**src/rtl/reg_arb_pkg.sv**
```systemverilog
// Shared types and constants for the register write arbiter.
package reg_arb_pkg;

  typedef enum logic [1:0] {
    IDLE  = 2'd0,
    GRANT = 2'd1,
    HOLD  = 2'd2
  } arb_state_e;

  localparam int unsigned WR_CNT_W   = 16;
  localparam int unsigned HOLD_CNT_W = 4;

  // Write counter increment that sticks at all-ones.
  function automatic logic [WR_CNT_W-1:0] sat_inc(input logic [WR_CNT_W-1:0] v);
    return (&v) ? v : v + WR_CNT_W'(1);
  endfunction

endpackage

```
**src/rtl/reg_write_arbiter_rr_pick.sv**
```systemverilog
// Round-robin winner search: first set req bit above last_idx, wrapping.
module rr_pick #(
  parameter int unsigned N_REQ = 4,
  parameter int unsigned IDX_W = $clog2(N_REQ)
) (
  input  logic [N_REQ-1:0] req,
  input  logic [IDX_W-1:0] last_idx,
  output logic [IDX_W-1:0] idx,
  output logic             any
);

  // Each requester's distance from last_idx; the smallest set distance wins.
  always_comb begin
    int unsigned off;
    int unsigned best_off;
    off      = 0;
    best_off = N_REQ;
    idx      = '0;
    for (int i = 0; i < int'(N_REQ); i++) begin
      off = (32'(i) + N_REQ - 32'(1) - 32'(last_idx)) % N_REQ;
      if (req[i] && (off < best_off)) begin
        best_off = off;
        idx      = IDX_W'(i);
      end
    end
    any = |req;
  end

endmodule

```
**src/rtl/reg_write_arbiter.sv**
```systemverilog
// Round-robin arbiter granting one requester at a time write access to a
// shared register, with a programmable idle hold after every write.
module reg_write_arbiter
  import reg_arb_pkg::*;
#(
  parameter int unsigned N_REQ       = 4,
  parameter int unsigned WIDTH       = 8,
  parameter int unsigned HOLD_CYCLES = 2
) (
  input  logic                   clk,
  input  logic                   rst_n,
  input  logic [N_REQ-1:0]       req,
  input  logic [N_REQ*WIDTH-1:0] wdata,
  output logic [N_REQ-1:0]       gnt,
  output logic [WIDTH-1:0]       Q,
  output logic                   busy,
  output logic [WR_CNT_W-1:0]    wr_count
);

  localparam int unsigned IDX_W = $clog2(N_REQ);
  localparam logic [HOLD_CNT_W-1:0] HOLD_LD = HOLD_CNT_W'(HOLD_CYCLES);
  localparam logic [IDX_W-1:0] LAST_RST = IDX_W'(N_REQ - 1);

  arb_state_e            state_q, state_d;
  logic [IDX_W-1:0]      last_idx_q, last_idx_d;
  logic [IDX_W-1:0]      win_q, win_d;
  logic [HOLD_CNT_W-1:0] hold_cnt_q, hold_cnt_d;
  logic [N_REQ-1:0]      gnt_q, gnt_d;
  logic [WIDTH-1:0]      q_q, q_d;
  logic                  busy_q, busy_d;
  logic [WR_CNT_W-1:0]   wr_count_q, wr_count_d;

  logic [IDX_W-1:0]      pick_idx;
  logic                  pick_any;
  logic [WIDTH-1:0]      wsel;

  rr_pick #(
    .N_REQ(N_REQ),
    .IDX_W(IDX_W)
  ) u_rr_pick (
    .req     (req),
    .last_idx(last_idx_q),
    .idx     (pick_idx),
    .any     (pick_any)
  );

  // Data of the latched winner, sampled live at the edge ending GRANT.
  always_comb begin
    wsel = '0;
    for (int i = 0; i < int'(N_REQ); i++) begin
      if (win_q == IDX_W'(i)) wsel = wdata[i*WIDTH +: WIDTH];
    end
  end

  always_comb begin
    state_d    = state_q;
    last_idx_d = last_idx_q;
    win_d      = win_q;
    hold_cnt_d = hold_cnt_q;
    q_d        = q_q;
    wr_count_d = wr_count_q;
    gnt_d      = '0;

    case (state_q)
      IDLE: begin
        if (pick_any) begin
          win_d   = pick_idx;
          state_d = GRANT;
        end
      end
      GRANT: begin
        q_d        = wsel;
        wr_count_d = sat_inc(wr_count_q);
        last_idx_d = win_q;
        if (HOLD_LD != '0) begin
          state_d    = HOLD;
          hold_cnt_d = HOLD_LD;
        end else begin
          state_d = IDLE;
        end
      end
      HOLD: begin
        if (hold_cnt_q <= HOLD_CNT_W'(1)) begin
          state_d    = IDLE;
          hold_cnt_d = '0;
        end else begin
          hold_cnt_d = hold_cnt_q - HOLD_CNT_W'(1);
        end
      end
      default: state_d = IDLE;
    endcase

    // Grant and busy are decoded from the next state so they leave the flops aligned.
    for (int i = 0; i < int'(N_REQ); i++) begin
      gnt_d[i] = (state_d == GRANT) && (win_d == IDX_W'(i));
    end
    busy_d = (state_d != IDLE);
  end

  always_ff @(posedge clk or negedge rst_n) begin
    if (!rst_n) begin
      state_q    <= IDLE;
      last_idx_q <= LAST_RST;
      win_q      <= '0;
      hold_cnt_q <= '0;
      gnt_q      <= '0;
      q_q        <= '0;
      busy_q     <= 1'b0;
      wr_count_q <= '0;
    end else begin
      state_q    <= state_d;
      last_idx_q <= last_idx_d;
      win_q      <= win_d;
      hold_cnt_q <= hold_cnt_d;
      gnt_q      <= gnt_d;
      q_q        <= q_d;
      busy_q     <= busy_d;
      wr_count_q <= wr_count_d;
    end
  end

  assign gnt      = gnt_q;
  assign Q        = q_q;
  assign busy     = busy_q;
  assign wr_count = wr_count_q;

endmodule

```
**config.mk**
```make
export PLATFORM = sky130hd
export DESIGN_NAME = reg_write_arbiter
export DESIGN_NICKNAME = d
export VERILOG_FILES = /design/src/rtl/reg_arb_pkg.sv /design/src/rtl/reg_write_arbiter_rr_pick.sv /design/src/rtl/reg_write_arbiter.sv
export SDC_FILE = /design/constraint.sdc
export NUM_CORES = 1
export LEC_CHECK = 0
export CAP_MARGIN = 20
export CELL_PAD_IN_SITES_DETAIL_PLACEMENT = 1
export CELL_PAD_IN_SITES_GLOBAL_PLACEMENT = 1
export CORE_UTILIZATION = 25
export CTS_CLUSTER_SIZE = 8
export DETAILED_ROUTE_END_ITERATION = 8
export PLACE_DENSITY = 0.7
export SLEW_MARGIN = 30
export SYNTH_ARGS = -nofsm -noshare
export SYNTH_HDL_FRONTEND = slang
export SYNTH_HIERARCHICAL = 1
export SYNTH_SLANG_ARGS = --single-unit
```
**constraint.sdc**
```tcl
create_clock -name clk -period 7.1 [get_ports clk]
set_clock_uncertainty 0.2 [all_clocks]
set_input_delay 1.065 -clock clk [delete_from_list [all_inputs] [get_ports clk]]
set_output_delay 1.065 -clock clk [all_outputs]
set_load 0.1 [all_outputs]
```
# == After elaboration in Yosys (flattened, before gate mapping) ==
# Cells that the tools add are included.
# word_totals
ff_bits,39
latch_bits,0
ramBits,0
rom_bits,0
inputBits,38
n_memories,0
# op_classes
addsub,6
multipliers,0
div,0
order_cmp,5
eq_ne,9
shifts,0
n_mux,17
bitwise_logic,1
reduce_logical,16
# ops
op,count
$mux 8,4
$add 16x1->16 const B,1
$reduce_and 16->1,1
$mux 2,6
$eq 2x2->1 const B,5
$lt 2x3->1,3
$mux 3,3
$eq 2x1->1 const B,4
$logic_and 1x1->1,8
$pmux 4 s2,1
$logic_not 2->1,3
$pmux 2 s3,1
$le 4x1->1 const B,1
$mux 4,1
$reduce_bool 2->1,2
$reduce_or 4->1,1
$sub 1x2->2 const A,2
$sub 2x2->2 const A,2
$sub 4x1->4 const B,1
$lt 2x3->1 const B,1
$reduce_and 2->1,1
$mux 1,1
$not 1->1,1

# == Longest topological paths before layout ==
# Gate-level depths: netlist of run 1.
# logic_depth
ltp_word,17
ltp_mapped,17
ltp_nobuf,17

# == Hierarchy ==
# The synthesis of run 1 kept the hierarchy.
# by_module_without_submodules
module,instances,cells_each,area_per_inst_um2,seq_area_each_um2
reg_write_arbiter,1,160,1963.1,978.4
rr_pick,1,27,216.5,0.0

# == Worst setup path before layout of run 1 ==
# No wires, ideal clock.
# synth_path
path_type,input-to-reg
start,input port req[0]
end,"register gnt_q[0], in the netlist gnt[0]"
setup_time_ns,0.086
arrival_ns,3.855
path_slack_ns,2.959
path_stages,15
n_path_buf,0
cell_sequence,or2b_1 ha_1 a211o_2 a21o_1 ha_1 o22ai_1 a22oi_1 nor2_1 a21o_1 ha_1 a31oi_1 a221o_2 mux2i_1 inv_1 nor3_1
# synth_via
elab_chain_len,15
# synth_lines
element,line_no,source
from (decl),reg_write_arbiter.sv:12,"input logic [N_REQ-1:0] req,"
$logic_and 1x1->1 *,reg_write_arbiter_rr_pick.sv:21,if (req[i] && (off < best_off)) begin
$mux 3 *,reg_write_arbiter_rr_pick.sv:21,
$lt 2x3->1,reg_write_arbiter_rr_pick.sv:21,
$logic_and 1x1->1,reg_write_arbiter_rr_pick.sv:21,
$mux 3 *,reg_write_arbiter_rr_pick.sv:21,
$lt 2x3->1,reg_write_arbiter_rr_pick.sv:21,
$logic_and 1x1->1,reg_write_arbiter_rr_pick.sv:21,
$mux 3,reg_write_arbiter_rr_pick.sv:21,
[2 not listed],n/a,
$mux 2 *,reg_write_arbiter_rr_pick.sv:21,
named net pick_idx[1],reg_write_arbiter.sv:33,logic [IDX_W-1:0] pick_idx;
$mux 2 *,reg_write_arbiter.sv:66,if (pick_any) begin
$mux 2 *,reg_write_arbiter.sv:64,case (state_q)
named net win_d[1],reg_write_arbiter.sv:26,"logic [IDX_W-1:0] win_q, win_d;"
$logic_not 2->1 *,reg_write_arbiter.sv:95,gnt_d[i] = (state_d == GRANT) && (win_d == IDX_W'(i));
$logic_and 1x1->1 *,reg_write_arbiter.sv:95,
named net gnt_d[0],reg_write_arbiter.sv:28,"logic [N_REQ-1:0] gnt_q, gnt_d;"
to (signal assigned),reg_write_arbiter.sv:115,gnt_q <= gnt_d;
to (decl),reg_write_arbiter.sv:28,
# Mark *: on every way through the listed nets, which the timed path passes. The rest lies on a longest branch.
# A chain may end at the register's enable or synchronous reset.

# == Worst setup path after layout of run 1 ==
# layout_path
start,input port req[0]
end,"register gnt_q[1], in the netlist gnt[1]"
# layout_via
elab_chain_len,15
# layout_lines
element,line_no
$logic_and 1x1->1 *,reg_write_arbiter_rr_pick.sv:21
$mux 3 *,reg_write_arbiter_rr_pick.sv:21
$lt 2x3->1,reg_write_arbiter_rr_pick.sv:21
$logic_and 1x1->1,reg_write_arbiter_rr_pick.sv:21
$mux 3 *,reg_write_arbiter_rr_pick.sv:21
$lt 2x3->1,reg_write_arbiter_rr_pick.sv:21
$logic_and 1x1->1,reg_write_arbiter_rr_pick.sv:21
$mux 3,reg_write_arbiter_rr_pick.sv:21
[2 not listed],n/a
$mux 2 *,reg_write_arbiter_rr_pick.sv:21
named net pick_idx[1],reg_write_arbiter.sv:33
$mux 2 *,reg_write_arbiter.sv:66
$mux 2 *,reg_write_arbiter.sv:64
named net win_d[1],reg_write_arbiter.sv:26
$eq 2x1->1 *,reg_write_arbiter.sv:95
$logic_and 1x1->1 *,reg_write_arbiter.sv:95
named net gnt_d[1],reg_write_arbiter.sv:28
# Marks and branches as above.

==> impl_metrics.env, run 1 <==
export IMPL_num_rows=33
export IMPL_critPathMaxFanout=8
export IMPL_worstSkewPairLatency_ns=0.30
export IMPL_whs_path_depth=1
export IMPL_postCtsSetupRepairBufs=0
export IMPL_synth_warnings=6
export IMPL_floorplan_initialDensity_pct=26.1
export IMPL_layout_filler_cells=931
export IMPL_gp_routability_congestion=0.810
export IMPL_maximum_number_of_pins_on_one_net_before_global_route_repair=40
export IMPL_core_area_um2=8340
export IMPL_finalSetupViolations=0
export IMPL_vdd_drop_max_mv=0.266
export IMPL_timing_critical_path_from_type="input port"
export IMPL_clk_transition_reported_paths_ns=0.09
export IMPL_detailroute_via_count=1709
export IMPL_grt_setup_unrepaired="no"
export IMPL_antennaDiodeCount=0
export IMPL_hp_start="wr_count[7]"
export IMPL_synth_enable_flop_cells=0
export IMPL_avgViaCountPerCell=4.71
export IMPL_power_total_mw=1.51
export IMPL_clockBufferDepth=2
export IMPL_arrival_ns=4.87
export IMPL_ioPinCount=67
export IMPL_finish_net_count=305
export IMPL_detail_route_first_pass_iterations=4
export IMPL_finalSetupTns_ns=0
export IMPL_max_frequency_mhz=206
export IMPL_total_of_hold_buffers_inserted_after_clock_tree_synthesis=0
export IMPL_tritoncts_num_buffers=5
export IMPL_synth_seq_area_share_pct=44.9
export IMPL_post_route_worst_setup_slack_ns=2.25
export IMPL_min_path_type="register to register"
export IMPL_cts_tree="built"
export IMPL_crit_type="input port to register"
export IMPL_initialDrtViolationCount=40
export IMPL_first_global_vias=1831
export IMPL_fin_crit_sh_pct=68.4
export IMPL_post_route_cells_drive_above_1_share_pct=17.4
export IMPL_synth_top_flop_cell="sky130_fd_sc_hd__dfrtp_1"
export IMPL_power_static_leakage_nw=1.26
export IMPL_outcome="finished, final reports clean"
export IMPL_critical_path_reg2reg_startpoint="last_idx_q[0]"
export IMPL_die_area_um2=9100
export IMPL_timing_reg2reg_worst_path_depth=16
export IMPL_setup_worst_path_end_class="register"
export IMPL_syn_area_per_cell_um2=11.7
export IMPL_synth_net_count=235
export IMPL_clkSinkCount=39
export IMPL_r2r_end="gnt[1]"
export IMPL_timing_slew_headroom_pct=34.0
export IMPL_tightestPinTransition_ns=0.987
export IMPL_final_max_slew_violation_count=0
export IMPL_die_height_um=95.4
export IMPL_detail_route_wl_per_cell_um=14.5
export IMPL_reported_max_cap_violation_count=0
export IMPL_grt_overflow_total=0
export IMPL_synthCells=187
export IMPL_number_of_antenna_violations_at_the_first_check_in_global_routing=0
export IMPL_fp_dieW_um=95.4
export IMPL_syn_cell_area_um2=2180
export IMPL_ctsRootBufferMaster="sky130_fd_sc_hd__clkbuf_8"
export IMPL_groute_usage_overall_pct=12.7
export IMPL_timing_reg2reg_setup_slack_ns=3.11
export IMPL_global_route_wire_length_before_repair_um=9000
export IMPL_synth_cell_types=53
export IMPL_finalWirelength_um=5250
export IMPL_finalCriticalPeriod_ns=4.85
export IMPL_drc=0
export IMPL_dp_slack_ns=1.97
export IMPL_postSynthRegisterBits=39
export IMPL_ys_async_sr_fraction_pct=100
export IMPL_cts_htree_levels=2
export IMPL_cts_resized_gates=0
export IMPL_final_hold_violation_count=0
export IMPL_powerDensity_nw_per_um2=495
export IMPL_portBuffers=66
export IMPL_utilization_pct=36.7
export IMPL_layout_area_growth_over_synthesis_pct=40.4
export IMPL_min_to="wr_count[7]"
export IMPL_timing_critical_path_required_ns=7.11
export IMPL_ant_nets=0
export IMPL_dp_hpwl_um=4010
==> worst max-delay path by stage <==
stage | slack (ns) | startpoint | cells past startpoint | end
4_1_cts | 2.26 | req[0] | 17 | gnt[1]
6_report | 2.25 | req[0] | 17 | gnt[1]
3_5_place_dp | 1.97 | req[0] | 17 | gnt[1]
2_1_floorplan | 2.96 | req[0] | 15 | gnt[0]
5_1_grt | 1.94 | req[0] | 17 | gnt[1]
3_3_place_gp | 2.13 | req[0] | 17 | gnt[0]
==> metrics by stage <==
stage | std cells | area, µm² | hold WS, ns
finish | 363 | 3060 | 0.296
global route | 363 | 3060 | 0.329
CTS | 363 | 3060 | 0.305
detailed placement | 355 | 2950 | 0.293
global placement | 355 | 2950 | 0.288
floorplan | 187 | 2180 | 0.318
==> power by group <==
part | internal, mW | switching, mW
clock network | 0.0885 | 0.0814
registers | 0.310 | 0.0978
logic | 0.316 | 0.621
total | 0.714 | 0.800
==> cell usage after synthesis, drive strengths merged (2+ instances only) <==
master   n  area, µm²
or2      2       12.5
mux2    12        139
a31oi    3       18.8
a211o    2       18.8
nand2    9       33.8
nand4    3       18.8
dfrtp   37        926
nor2b    2       12.5
inv     10       37.5
dfstp    2       52.6
and4     2       20.0
nand3   11       72.6
xnor2    8       70.1
mux4     8        180
buf      2       8.75
a21o     3       22.5
mux2i    3       30.0
nor3     8       45.0
ha      10        125
and3     3       21.3
nand2b   3       18.8
o21ai    9       45.0
xor2     3       26.3
a21oi    9       48.8
nor2     6       30.0
==> critical path, cell delays in order <==
cell and delay, ns:
sky130_fd_sc_hd__clkdlybuf4s50_1 0.61, sky130_fd_sc_hd__or2b_1 0.26, sky130_fd_sc_hd__ha_1 0.22, sky130_fd_sc_hd__nand2b_1 0.18, sky130_fd_sc_hd__a221oi_1 0.28, sky130_fd_sc_hd__a21o_1 0.14
sky130_fd_sc_hd__ha_1 0.17, sky130_fd_sc_hd__and4b_1 0.21, sky130_fd_sc_hd__a22oi_1 0.30, sky130_fd_sc_hd__nor2_1 0.07, sky130_fd_sc_hd__a21o_1 0.16, sky130_fd_sc_hd__ha_1 0.26
sky130_fd_sc_hd__a31oi_1 0.09, sky130_fd_sc_hd__a221o_2 0.31, sky130_fd_sc_hd__mux2i_1 0.23, sky130_fd_sc_hd__inv_1 0.11, sky130_fd_sc_hd__nor3_1 0.20
==> registers in the layout, summed over array words and instances (netlist names) <==
signal and count:
win_q 2, gnt 4, Q 8, state_q 2
last_idx_q 2, wr_count 16, hold_cnt_q 4, busy 1
==> cells in the final DEF (no fill, tap or decap), types with 2 or more instances in the layout <==
master                            instances
sky130_fd_sc_hd__xnor2_1                  8
sky130_fd_sc_hd__a21o_1                   3
sky130_fd_sc_hd__nor2_1                   5
sky130_fd_sc_hd__nand3_1                  9
sky130_fd_sc_hd__nor2b_1                  2
sky130_fd_sc_hd__a31oi_1                  3
sky130_fd_sc_hd__mux2i_1                  3
sky130_fd_sc_hd__mux2_2                  11
sky130_fd_sc_hd__nor3_1                   7
sky130_fd_sc_hd__ha_1                    10
sky130_fd_sc_hd__nand2b_1                 3
sky130_fd_sc_hd__clkbuf_8                 7
sky130_fd_sc_hd__dfstp_2                  2
sky130_fd_sc_hd__or2_2                    2
sky130_fd_sc_hd__xor2_1                   3
sky130_fd_sc_hd__a21oi_1                  8
sky130_fd_sc_hd__mux4_2                   8
sky130_fd_sc_hd__inv_1                   10
sky130_fd_sc_hd__nand4_1                  3
sky130_fd_sc_hd__clkdlybuf4s50_1         65
sky130_fd_sc_hd__nand2_1                  9
sky130_fd_sc_hd__and3_2                   2
sky130_fd_sc_hd__dfrtp_1                 37
sky130_fd_sc_hd__o21ai_0                  8
==> metal layers <==
metal	up-vias	routed length, µm	GRT usage, %	part of all wire [%]
li1	830	-	-	-
met1	836	2440	16.7	47
met2	39	2510	21.1	48
met3	4	269	3.67	5.1
met4	0	24	1.99	0.46
met5	-	0	0	0
==> layout make-up <==
class / count / area, µm² / share of cell area [%]
well taps: 105 / 131 / 4.29
repair buffers: 66 / 658 / 21.5
clock buffers: 7 / 96.3 / 3.15
multi-input cells: 135 / 1150 / 37.6
inverters: 10 / 37.5 / 1.23
flip-flops and latches: 39 / 978 / 32.0
clock inverters: 1 / 7.51 / 0.245
==> cell families after synthesis <==
logic type	after synthesis	synth area share, %
adders and majority gates	10	5.74
xor gates and xnor gates	11	4.42
AOI/OAI and AO/OA	35	10.6
DFF	39	44.9
muxes	23	16.0
buffers and inverters	13	2.30
and+or+nand+nor	56	16.0
No activity file was read; power rests on OpenSTA's default activity.
==> run 2, diff against run 1 <==
- PLACE_DENSITY: 0.7 -> 0.72
- clock period: 7.1 -> 3.9 ns (I/O delays scaled with it)
==> run 2 against run 1 <==
Cell count increased by 2.8%. Non-clock buffer count increased by 10. Combinational power increased by 110%. Critical path depth decreased by 2. Global-route usage increased by 0.50 points. Setup slack got worse by 2.1 ns. Sequential power increased by 81%. Routed wire length increased by 7.7%. Register-to-register slack got worse by 2.9 ns.
==> impl_metrics.env, run 2 (same netlist as run 1, synthesis figures left out) <==
export IMPL_outcome="finished, final reports clean"
export IMPL_detailroute_via_count=1827
export IMPL_timing_critical_path_from_type="input port"
export IMPL_min_path_type="input port to async pin"
export IMPL_detail_route_wl_per_cell_um=15.2
export IMPL_crit_path_launch="req[1]"
export IMPL_die_height_um=95.4
export IMPL_portBuffers=66
export IMPL_finalCriticalPeriod_ns=3.73
export IMPL_clockBufferDepth=2
export IMPL_timing_critical_path_required_ns=3.91
export IMPL_total_of_hold_buffers_inserted_after_clock_tree_synthesis=0
export IMPL_critPathMaxFanout=4
export IMPL_met3_wirelength_um=258
export IMPL_gp_routability_congestion=0.765
export IMPL_tightestPinTransition_ns=1.00
export IMPL_initialDrtViolationCount=65
export IMPL_power_total_mw=3.09
export IMPL_timing_slew_headroom_pct=33.0
export IMPL_wl_met1_um=2420
export IMPL_floorplan_initialDensity_pct=26.1
export IMPL_antennaDiodeCount=0
export IMPL_layout_area_growth_over_synthesis_pct=49.0
export IMPL_drc=0
export IMPL_maximum_number_of_pins_on_one_net_before_global_route_repair=40
export IMPL_worstSkewPairLatency_ns=0.30
export IMPL_grt_overflow_total=0
export IMPL_core_area_um2=8340
export IMPL_ant_nets=0
export IMPL_global_route_wire_length_before_repair_um=9250
export IMPL_most_frequent_cells_in_the_layout="64 x sky130_fd_sc_hd__clkdlybuf4s50_1, 37 x sky130_fd_sc_hd__dfrtp_1, 11 x sky130_fd_sc_hd__mux2_2, 11 x sky130_fd_sc_hd__buf_4"
export IMPL_powerDensity_nw_per_um2=950
export IMPL_vdd_drop_max_mv=0.581
export IMPL_dp_hpwl_um=4210
export IMPL_fin_crit_sh_pct=95.6
export IMPL_clk_transition_reported_paths_ns=0.08
export IMPL_ctsRootBufferMaster="sky130_fd_sc_hd__clkbuf_8"
export IMPL_post_route_cells_drive_above_1_share_pct=25.4
export IMPL_routed_wl_met2_um=2910
export IMPL_finalSetupViolations=0
export IMPL_clkSinkCount=39
export IMPL_final_max_slew_violation_count=0
export IMPL_final_hold_violation_count=0
export IMPL_cts_tree="built"
export IMPL_stdcell_count=373
export IMPL_number_of_antenna_violations_at_the_first_check_in_global_routing=0
export IMPL_finish_net_count=315
export IMPL_reported_max_cap_violation_count=0
export IMPL_first_global_vias=1881
export IMPL_dp_cells=360
export IMPL_grt_setup_unrepaired="yes"
export IMPL_max_frequency_mhz=268
export IMPL_ioPinCount=67
export IMPL_setup_worst_path_end_class="register"
export IMPL_arrival_ns=3.74
export IMPL_power_static_leakage_nw=1.33
export IMPL_finalWirelength_um=5650
export IMPL_fp_dieW_um=95.4
export IMPL_avgViaCountPerCell=4.90
export IMPL_num_rows=33
export IMPL_final_common_cell="sky130_fd_sc_hd__clkdlybuf4s50_1"
export IMPL_groute_usage_overall_pct=13.2
export IMPL_tritoncts_num_buffers=5
export IMPL_detail_route_first_pass_iterations=3
export IMPL_cts_htree_levels=2
export IMPL_largest_register_ffs=16
export IMPL_critical_path_reg2reg_startpoint="last_idx_q[1]"
export IMPL_dr_max_layer_used="met4"
export IMPL_die_area_um2=9100
export IMPL_crit_type="input port to register"
[run 2: path summary, 6_finish.rpt]
check	endpoint	slack [ns]	cells after the start
worst max-delay path	gnt[2]	0.17	15
worst min-delay path	Q[7]	0.06	1
worst max register to register	gnt[2]	0.20	16
worst min register to register	wr_count[7]	0.31	1
max in group asynchronous	last_idx_q[0]	3.07	1
min in group clk	wr_count[7]	0.31	1
[run 2: timing repair]
| item | in CTS | in global routing |
|---|---|---|
| setup buffers | 3 | 2 |
| pin swaps | 8 | 0 |
| endpoints found under the setup margin | 6 | 4 |
| resized for setup | 14 | 3 |
[run 2: layout make-up]
cell class	count	area [µm²]
tap	105	131
clock buffer	6	72.6
sequential	39	978
inverter	10	37.5
timing repair buffer	76	732
fill	904	5090
clock inverter	2	60.1
multi-input combinational	135	1240
[run 2: metrics by stage]
stage	utilization, %	setup TNS [ns]	hold slack, ns	cell area, µm²	setup WS [ns]
3_5_place_dp	35.9	-2.65	0.291	2990	-0.522
3_3_place_gp	35.9	-1.75	0.286	2990	-0.347
2_1_floorplan	-	0	0.0894	2180	0.239
4_1_cts	38.5	0	0.233	3210	0.132
5_1_grt	38.9	-0.0321	0.0877	3250	-0.0164
6_report	38.9	0	0.0557	3250	0.170
[run 2: worst max-delay path, cell delays in order]
cell	delay, ns
sky130_fd_sc_hd__clkdlybuf4s50_1	0.60
sky130_fd_sc_hd__inv_1	0.11
sky130_fd_sc_hd__a211o_2	0.27
sky130_fd_sc_hd__a21o_1	0.19
sky130_fd_sc_hd__ha_4	0.27
sky130_fd_sc_hd__o22ai_2	0.06
sky130_fd_sc_hd__a22oi_2	0.26
sky130_fd_sc_hd__nor2_1	0.09
sky130_fd_sc_hd__a21o_1	0.16
sky130_fd_sc_hd__ha_1	0.29
sky130_fd_sc_hd__a31oi_2	0.10
sky130_fd_sc_hd__a211o_1	0.25
sky130_fd_sc_hd__mux2i_2	0.19
sky130_fd_sc_hd__inv_1	0.13
sky130_fd_sc_hd__nor3_2	0.18
[run 2: power by group]
part	switching [mW]	internal, mW
combinational	1.23	0.715
clock	0.148	0.256
sequential	0.175	0.564
[run 2: routing by layer]
metal,vias to the layer above,global-route usage (%)
li1,853,-
met1,926,16.4
met2,42,22.7
met3,6,4.07
met4,0,2.36
met5,-,0
==> run 3, diff against run 2 <==
- GPL_TIMING_DRIVEN: unset -> 0
- HOLD_SLACK_MARGIN: unset -> 0.15
==> run 3 against run 2 <==
Critical path depth did not move. Global-route usage grew 0.16 points. Non-clock buffer count decreased by 2. Via count fell by 1.5%. Register-to-register slack got worse by 0.02 ns. Largest cell class unchanged. Largest power group unchanged. Count of clock-buffer cells in the layout unchanged. Cell area down 1.6%.
==> impl_metrics.env, run 3 (same netlist as run 1, synthesis figures left out) <==
export IMPL_critPathMaxFanout=6
export IMPL_crit_type="register to register"
export IMPL_finalSetupTns_ns=0
export IMPL_utilization_pct=38.3
export IMPL_layout_filler_cells=917
export IMPL_worstSkewPairLatency_ns=0.30
export IMPL_detail_route_first_pass_iterations=4
export IMPL_power_switching_share_pct=51.7
export IMPL_hp_start="Q[1]"
export IMPL_die_height_um=95.4
export IMPL_final_common_cell="sky130_fd_sc_hd__clkdlybuf4s50_1"
export IMPL_vdd_drop_max_mv=0.555
export IMPL_maximum_number_of_pins_on_one_net_before_global_route_repair=24
export IMPL_initialDrtViolationCount=33
export IMPL_fin_crit_sh_pct=95.4
export IMPL_power_static_leakage_nw=1.31
export IMPL_groute_usage_overall_pct=13.4
export IMPL_layout_area_growth_over_synthesis_pct=46.6
export IMPL_largest_register_ffs=16
export IMPL_power_frac_seq_pct=23.4
export IMPL_floorplan_initialDensity_pct=26.1
export IMPL_gp_routability_congestion=0.725
export IMPL_outcome="finished, final reports clean"
export IMPL_power_total_mw=2.96
export IMPL_first_global_vias=1886
export IMPL_global_route_wire_length_before_repair_um=9130
export IMPL_max_frequency_mhz=269
export IMPL_dp_slack_ns=-0.760
export IMPL_post_route_worst_setup_slack_ns=0.180
export IMPL_power_net_switching_mw=1.53
export IMPL_reported_max_cap_violation_count=0
export IMPL_finalCriticalPeriod_ns=3.72
export IMPL_clockBufferDepth=2
export IMPL_ant_nets=0
export IMPL_num_rows=33
export IMPL_ioPinCount=67
export IMPL_fp_dieW_um=95.4
export IMPL_clk_transition_reported_paths_ns=0.09
export IMPL_arrival_ns=3.74
export IMPL_ctsRootBufferMaster="sky130_fd_sc_hd__clkbuf_8"
export IMPL_detail_route_wl_per_cell_um=15.4
export IMPL_dp_hpwl_um=4290
export IMPL_timing_critical_path_from_type="register"
export IMPL_cts_htree_levels=2
export IMPL_min_path_type="register to register"
export IMPL_avgViaCountPerCell=4.85
export IMPL_finish_net_count=313
export IMPL_finalWirelength_um=5700
export IMPL_finalSetupViolations=0
export IMPL_worst_hold_slack_ns=0.306
export IMPL_antennaDiodeCount=0
export IMPL_core_area_um2=8340
export IMPL_critical_path_reg2reg_startpoint="last_idx_q[1]"
export IMPL_powerDensity_nw_per_um2=926
export IMPL_drc=0
export IMPL_power_report_internal_total_mw=1.43
export IMPL_grt_overflow_total=0
export IMPL_cts_tree="built"
export IMPL_crit_path_launch="last_idx_q[1]"
export IMPL_detailroute_via_count=1800
export IMPL_post_route_cells_drive_above_1_share_pct=22.9
export IMPL_p_comb_share_pct=64.5
export IMPL_final_max_slew_violation_count=0
export IMPL_power_frac_clock_pct=12.1
export IMPL_die_area_um2=9100
export IMPL_number_of_antenna_violations_at_the_first_check_in_global_routing=0
export IMPL_timing_slew_headroom_pct=33.9
export IMPL_final_hold_violation_count=0
export IMPL_clkSinkCount=39
export IMPL_most_frequent_cells_in_the_layout="64 x sky130_fd_sc_hd__clkdlybuf4s50_1, 37 x sky130_fd_sc_hd__dfrtp_1, 11 x sky130_fd_sc_hd__mux2_2"
export IMPL_setup_worst_path_end_class="register"
export IMPL_timing_critical_path_required_ns=3.92
export IMPL_portBuffers=66
export IMPL_tightestPinTransition_ns=0.988
export IMPL_tritoncts_num_buffers=5
==> run 3: worst max-delay path: stages, from the launching register on <==
cell,delay [ns]
sky130_fd_sc_hd__dfstp_2,0.62
sky130_fd_sc_hd__xor2_2,0.10
sky130_fd_sc_hd__ha_2,0.21
sky130_fd_sc_hd__a211o_2,0.33
sky130_fd_sc_hd__a21o_1,0.19
sky130_fd_sc_hd__ha_1,0.27
sky130_fd_sc_hd__o22ai_1,0.09
sky130_fd_sc_hd__a22oi_2,0.27
sky130_fd_sc_hd__nor2_1,0.06
sky130_fd_sc_hd__a21o_1,0.15
sky130_fd_sc_hd__ha_1,0.27
sky130_fd_sc_hd__a31oi_1,0.09
sky130_fd_sc_hd__a221o_2,0.34
sky130_fd_sc_hd__mux2i_4,0.20
sky130_fd_sc_hd__inv_2,0.07
sky130_fd_sc_hd__nor3_2,0.17
==> run 3: layout make-up <==
type                       instances  area (µm²)  share of cell area (%)
clock inverter                     2        35.0                    1.10
timing repair buffer              71         711                    22.2
sequential                        39         978                    30.6
multi-input combinational        135        1210                    37.8
clock buffer                       6        82.6                    2.58
buffer                             3        12.5                   0.392
tap                              105         131                    4.11
inverter                          10        37.5                    1.17
==> run 3: repair_timing <==
action                                  CTS  global route
hold buffers                              1             0
gates resized for setup                   5            12
pin swaps                                 0             2
buffers inserted                          0             3
endpoints found under the setup margin    6             6
endpoints found under the hold margin    15             0
==> run 3: power groups by stage <==
stage	Sequential (mW)	Clock [mW]	Combinational, mW
final	0.693	0.358	1.91
after global routing	0.715	0.392	2.03
after CTS	0.697	0.376	1.81
after detailed placement	0.703	0	1.79
after global placement	0.697	0	1.75
after floorplan	1.38	0	0.658
==> run 3: per-stage QoR <==
| stage | area (µm²) | cells |
|---|---|---|
| after floorplan | 2180 | 187 |
| after global placement | 2970 | 358 |
| after detailed placement | 2990 | 359 |
| after CTS | 3130 | 368 |
| after global routing | 3200 | 371 |
| final | 3200 | 371 |
==> run 3: routing by layer <==
metal  GRT usage (%)  routed length, µm
met1            16.3               2540
met5               0                  0
met4            4.35                 53
met3            2.87                247
met2            23.4               2870
==> run 3: final timing paths <==
kind	end	slack (ns)	cells past startpoint
setup / recovery	gnt[0]	0.18	15
hold / removal	Q[1]	0.31	1
setup reg to reg	gnt[0]	0.18	15
hold reg to reg	Q[1]	0.31	1
max in group asynchronous	last_idx_q[1]	2.38	3
min in group asynchronous	Q[2]	0.57	2
